--- src/rtl/cpu_debug_ctrl.sv ---
// cpu_debug_ctrl
//   Host-side debug controller for the pipelined CPU. Gates the CPU clock to run,
//   single-step or halt the core, stops it on a PC breakpoint, and while halted dumps
//   PC, x0..x31 and a data-memory window as a tagged word stream on a valid/ready port.
//
// Ports
//   clk, rstn                   clock, asynchronous active-low reset
//   cmd_run/step/halt/dump      one-cycle command pulses (priority halt > dump > step > run)
//   bp_en, bp_addr              PC breakpoint enable and address
//   pc                          CPU IF-stage PC
//   rrd0 / rra0                 register debug read data / address (combinational read)
//   drd0 / dra0                 data-memory debug read data / word index
//   cpu_clk_en                  CPU clock enable
//   out_valid/ready/data        dump stream handshake and word
//   out_kind, out_idx           word tag: 0=PC, 1=register, 2=memory; register no. or offset
//   busy, halted                busy in RUN/STEP/DUMP, halted in IDLE
//   bp_hit, dump_done           one-cycle status pulses

module cpu_debug_ctrl #(
  parameter int unsigned DM_BASE  = 0,
  parameter int unsigned DM_WORDS = 16
) (
  input  logic        clk,
  input  logic        rstn,
  input  logic        cmd_run,
  input  logic        cmd_step,
  input  logic        cmd_halt,
  input  logic        cmd_dump,
  input  logic        bp_en,
  input  logic [31:0] bp_addr,
  input  logic [31:0] pc,
  input  logic [31:0] rrd0,
  input  logic [31:0] drd0,
  output logic        cpu_clk_en,
  output logic [4:0]  rra0,
  output logic [31:0] dra0,
  output logic        out_valid,
  input  logic        out_ready,
  output logic [31:0] out_data,
  output logic [1:0]  out_kind,
  output logic [9:0]  out_idx,
  output logic        busy,
  output logic        halted,
  output logic        bp_hit,
  output logic        dump_done
);

  // Last dump item: PC (0), registers (1..32), memory words (33..32+DM_WORDS).
  localparam logic [10:0] LastItem = 11'(32 + DM_WORDS);

  typedef enum logic [2:0] {
    StIdle,
    StRun,
    StStep,
    StDumpAddr,
    StDumpCap,
    StDumpOut
  } state_e;

  state_e      state_q, state_d;
  logic [10:0] item_q, item_d;
  logic        armed_q;
  logic [4:0]  rra0_q, rra0_d;
  logic [31:0] dra0_q, dra0_d;
  logic [31:0] out_data_q, out_data_d;
  logic [1:0]  out_kind_q, out_kind_d;
  logic [9:0]  out_idx_q, out_idx_d;
  logic        out_valid_q, out_valid_d;
  logic        bp_hit_q, bp_hit_d;
  logic        dump_done_q, dump_done_d;

  logic        bp_stop;
  logic        item_is_pc;
  logic        item_is_reg;
  logic [4:0]  reg_num;
  logic [9:0]  reg_idx;
  logic [9:0]  mem_idx;
  logic [31:0] mem_addr;

  // armed_q is only high when the previous cycle was also RUN, so the first RUN cycle
  // always lets the CPU move off a breakpoint PC.
  assign bp_stop = armed_q & bp_en & (pc == bp_addr);

  assign item_is_pc  = (item_q == 11'd0);
  assign item_is_reg = (item_q <= 11'd32);
  // item 32 wraps to 31 in five bits, which is the intended register number.
  assign reg_num     = item_q[4:0] - 5'd1;
  assign reg_idx     = item_q[9:0] - 10'd1;
  assign mem_idx     = item_q[9:0] - 10'd33;
  assign mem_addr    = 32'(DM_BASE) + {21'b0, item_q} - 32'd33;

  always_comb begin
    state_d     = state_q;
    item_d      = item_q;
    rra0_d      = rra0_q;
    dra0_d      = dra0_q;
    out_data_d  = out_data_q;
    out_kind_d  = out_kind_q;
    out_idx_d   = out_idx_q;
    out_valid_d = out_valid_q;
    bp_hit_d    = 1'b0;
    dump_done_d = 1'b0;

    unique case (state_q)
      StIdle: begin
        if (cmd_halt) begin
          state_d = StIdle;
        end else if (cmd_dump) begin
          state_d = StDumpAddr;
          item_d  = 11'd0;
        end else if (cmd_step) begin
          state_d = StStep;
        end else if (cmd_run) begin
          state_d = StRun;
        end
      end

      StRun: begin
        if (cmd_halt || bp_stop) begin
          state_d = StIdle;
        end
        bp_hit_d = bp_stop;
      end

      StStep: begin
        state_d = StIdle;
      end

      StDumpAddr: begin
        if (!item_is_pc) begin
          if (item_is_reg) begin
            rra0_d = reg_num;
          end else begin
            dra0_d = mem_addr;
          end
        end
        state_d = StDumpCap;
      end

      StDumpCap: begin
        if (item_is_pc) begin
          out_data_d = pc;
          out_kind_d = 2'd0;
          out_idx_d  = 10'd0;
        end else if (item_is_reg) begin
          out_data_d = rrd0;
          out_kind_d = 2'd1;
          out_idx_d  = reg_idx;
        end else begin
          out_data_d = drd0;
          out_kind_d = 2'd2;
          out_idx_d  = mem_idx;
        end
        out_valid_d = 1'b1;
        state_d     = StDumpOut;
      end

      StDumpOut: begin
        if (out_valid_q && out_ready) begin
          out_valid_d = 1'b0;
          if (item_q == LastItem) begin
            dump_done_d = 1'b1;
            state_d     = StIdle;
          end else begin
            item_d  = item_q + 11'd1;
            state_d = StDumpAddr;
          end
        end
      end

      default: begin
        state_d = StIdle;
      end
    endcase
  end

  always_ff @(posedge clk or negedge rstn) begin
    if (!rstn) begin
      state_q     <= StIdle;
      item_q      <= 11'd0;
      armed_q     <= 1'b0;
      rra0_q      <= 5'd0;
      dra0_q      <= 32'd0;
      out_data_q  <= 32'd0;
      out_kind_q  <= 2'd0;
      out_idx_q   <= 10'd0;
      out_valid_q <= 1'b0;
      bp_hit_q    <= 1'b0;
      dump_done_q <= 1'b0;
    end else begin
      state_q     <= state_d;
      item_q      <= item_d;
      armed_q     <= (state_q == StRun);
      rra0_q      <= rra0_d;
      dra0_q      <= dra0_d;
      out_data_q  <= out_data_d;
      out_kind_q  <= out_kind_d;
      out_idx_q   <= out_idx_d;
      out_valid_q <= out_valid_d;
      bp_hit_q    <= bp_hit_d;
      dump_done_q <= dump_done_d;
    end
  end

  // Gated the same cycle the breakpoint PC is seen: the instruction is fetched, not advanced.
  assign cpu_clk_en = ((state_q == StRun) & ~bp_stop) | (state_q == StStep);

  assign busy      = (state_q != StIdle);
  assign halted    = (state_q == StIdle);
  assign rra0      = rra0_q;
  assign dra0      = dra0_q;
  assign out_valid = out_valid_q;
  assign out_data  = out_data_q;
  assign out_kind  = out_kind_q;
  assign out_idx   = out_idx_q;
  assign bp_hit    = bp_hit_q;
  assign dump_done = dump_done_q;

endmodule

--- config.mk ---
export PLATFORM = sky130hd
export DESIGN_NAME = cpu_debug_ctrl
export DESIGN_NICKNAME = d
export VERILOG_FILES = /design/src/rtl/cpu_debug_ctrl.sv
export SDC_FILE = /design/constraint.sdc
export NUM_CORES = 1
export LEC_CHECK = 0
export BUFFER_PORTS_ARGS = -buffer_cell sky130_fd_sc_hd__buf_2
export CORE_MARGIN = 2
export CORE_UTILIZATION = 50
export DETAILED_ROUTE_END_ITERATION = 8
export PLACE_DENSITY_LB_ADDON = 0.12
export SKIP_LAST_GASP = 1
export SLEW_MARGIN = 5
export SYNTH_ARGS = -nofsm -noshare
export SYNTH_HDL_FRONTEND = slang
export SYNTH_SLANG_ARGS = --single-unit
export TNS_END_PERCENT = 10
--- constraint.sdc ---
create_clock -name clk -period 5.1 [get_ports clk]
set_clock_uncertainty 0.1 [all_clocks]
set_input_delay 1.02 -clock clk [delete_from_list [all_inputs] [get_ports clk]]
set_output_delay 1.02 -clock clk [all_outputs]
set_load 0.03 [all_outputs]
==> flow_summary.ini <==
[route]
post-route-drc-count = 0
ant_nets = 0
initialDrtViolationCount = 211
wl_per_cell_um = 18.6
viasPerCell = 5.51
drtPass1Iterations = 5
vias = 4322
drt_wl_total_mm = 14.6

[synthesis]
syn-mean-instance-area_um2 = 9.29
yosysTopAreaCell = dfrtp_1
yosysWarnings = 0
yosysUniqueCellTypes = 50
ys_seq_elements = 79
synth-edff-count = 0
synth_fp_nets = 621
syn-instance-count = 481
async_flop_share_pct = 100
yosysSeqAreaShare_pct = 44.3
ys.flop_type = dfrtp_1
synth_top_area_share_pct = 44.3
synth_area_mm2 = 0.00447
synthTopCellsByArea = dfrtp_1 44%, nand2_1 8.7%, xnor2_1 5.9%, a221o_1 5.6%, xor2_1 3.7%

[power_and_ir_drop]
p_leak_uw = 0.00294
worst_ir_drop_vdd_mv = 0.284
total_power_uw = 2790
p_sw_uw = 1280
swShare_pct = 45.8
pwr-share-comb_pct = 50.1
internal-power_uw = 1510
seqPwrFrac_pct = 34.6
power_frac_clock_pct = 15.3
power.density_mw_per_mm2 = 494

[finish]
seq_area_mm2 = 0.00198
final_common_cell = buf_2
finalNetCount = 807
layout_common_cells = 221 x buf_2, 104 x nand2_1, 79 x dfrtp_1, 31 x a21oi_1, 30 x xnor2_1
fillerInstances = 767
multi_input_area_mm2 = 0.00216
stdcell_area_mm2 = 0.00564
area_delta_synth_final_pct = 26.2
drive_gt1_share_pct = 38.4

[setup_path]
cp.arrival_ns = 2.54
crit_path_end_kind = primary output
path_cells = buf_2 > xor2_1 > nor4_1 > nand4_1 > nor3_1 > a311oi_1 > buf_2
required_ns = 3.98
critPathKind = in2out
cpMaxStageDelayCell = nor3_1
slowest_delay_ns = 0.39
critPathLaunchType = primary input
path_max_fanout = 3
critical_path.most_common_cell = buf_2

[die]
rows = 34
ioPinCount = 223
dieWidth_um = 98.5
coreArea_mm2 = 0.00868
start_util_pct = 51.5
die_area_mm2 = 0.00971
die_h_um = 98.5

[timing]
hold_viol = 0
slew_violations = 0
rsz0062_at_grt = false
finalCriticalPeriod_ns = 3.66
setup_tns_ns = 0
relSlewSlack_pct = 31.6
worst_pin_slew_ns = 1.02
setup_viol = 0
min_period_over_period_pct = 71.7
timing.fmax_mhz = 274

[placed_design]
place_congestion = 1.01
placed_cell_area_mm2 = 0.00545
dp_hpwl_mm = 11.2
portBuffers = 222

[cts]
cts_buffers = 9
cts_tree = done
cts_setup_buffers = 0
h-tree-depth = 3
cts_hold_buf = 0
cts_sinks = 79
clkTransAtPathRegs_ns = 0.09
cts-resized-gates = 0
cts-root-buf = clkbuf_8
clk_latency_ns = 0.34
clockBufferDepth = 2

[worst_hold_path]
hold_path.class = reg2reg

[run_status]
outcome = complete, no violations

[global_routing]
grt_max_degree = 80
grt.total_usage_pct = 29.6
grt_pass1_wl_mm = 22.5
antenna_found_initial = 3
overflow = 0
grt_pass1_vias = 4172

[job]
cap_violations = 0
metrics by stage:
step	std cells	setup WS [ns]	hold slack (ns)	utilization, %
final	784	1.44	0.383	65.0
after detailed placement	764	1.42	0.366	62.8
after global placement	764	1.46	0.356	62.8
after floorplan	481	1.75	0.431	-
after CTS	780	1.42	0.387	64.9
after global routing	783	1.34	0.421	65.0
sequential cells by signal, indices dropped and copies added, names as in the netlist:
name       count
out_valid      1
item_q        11
out_data      32
out_idx       10
out_kind       2
dump_done      1
dra0          12
bp_hit         1
state_q        3
armed_q        1
rra0           5
path summary, 6_finish.rpt:
check	startpoint	end	slack, ns	cells past startpoint
max in group asynchronous	rstn	out_data[10]$_DFFE_PN0P_	3.54	1
worst max register to register	item_q[0]$_DFFE_PN0P_	out_data[25]$_DFFE_PN0P_	2.09	8
min in group asynchronous	rstn	item_q[2]$_DFFE_PN0P_	0.73	1
worst min-delay path	dra0[7]$_DFFE_PN0P_	dra0[7]$_DFFE_PN0P_	0.38	2
worst max-delay path	pc[1]	cpu_clk_en	1.44	7
worst min register to register	dra0[7]$_DFFE_PN0P_	dra0[7]$_DFFE_PN0P_	0.38	2
power by group through the flow:
stage / sequential (uW) / clock [uW] / combinational, uW
3_3_place_gp: 965 / 0 / 1370
3_5_place_dp: 972 / 0 / 1400
6_report: 964 / 428 / 1400
2_1_floorplan: 1280 / 0 / 648
4_1_cts: 961 / 439 / 1400
5_1_grt: 991 / 472 / 1500
cells in the mapped netlist (3+ instances only):
library cell / instances
a221o_1: 25
xor2_1: 19
nand3b_1: 3
or3_1: 4
nand2_1: 104
and2_1: 5
nor2_1: 14
a22o_1: 4
xnor2_1: 30
clkbuf_1: 19
nor3_1: 7
nand2b_1: 4
or2_2: 4
nand4_1: 6
buf_6: 4
a21oi_1: 31
a222oi_1: 8
o21ai_0: 27
dfrtp_1: 79
inv_1: 6
nand3_1: 8
buf_2: 8
buf_4: 20
mux2_4: 3
nor4_1: 6
ha_1: 4
worst max-delay path, delay by kind of cell:
family                    cells  cell delay (ns)
xor gates and xnor gates      1             0.15
and+or+nand+nor               3             0.88
buffers and inverters         2             0.33
AOI/OAI and AO/OA             1             0.16
area by class of cell:
cell class,count,area share (%)
Multi-Input combinational cell,344,38.4
Timing Repair Buffer,227,20.4
Inverter,6,0.399
Antenna cell,4,0.178
Clock buffer,9,2.20
Sequential cell,79,35.1
Tap cell,108,2.40
Clock inverter,7,0.976
cells by family after synthesis:
family                   after synthesis  synth area share (%)
adder cells (fa/ha/maj)                4                  1.12
flip-flops                            79                  44.3
AND/OR/NAND/NOR                      179                  18.7
AO/OA/AOI/OAI                        108                  17.6
XOR/XNOR                              49                  9.61
buffers and inverters                 58                  7.45
multiplexers                           4                  1.26
routing by layer:
layer / vias to the layer above / GRT usage, % / share of wire [%]
li1: 2057 / - / -
met1: 2050 / 40.0 / 41
met2: 191 / 48.3 / 49
met3: 24 / 5.53 / 7.2
met4: 0 / 10.2 / 2.4
met5: - / 0 / 0
Power figures use the tool's default switching activity.
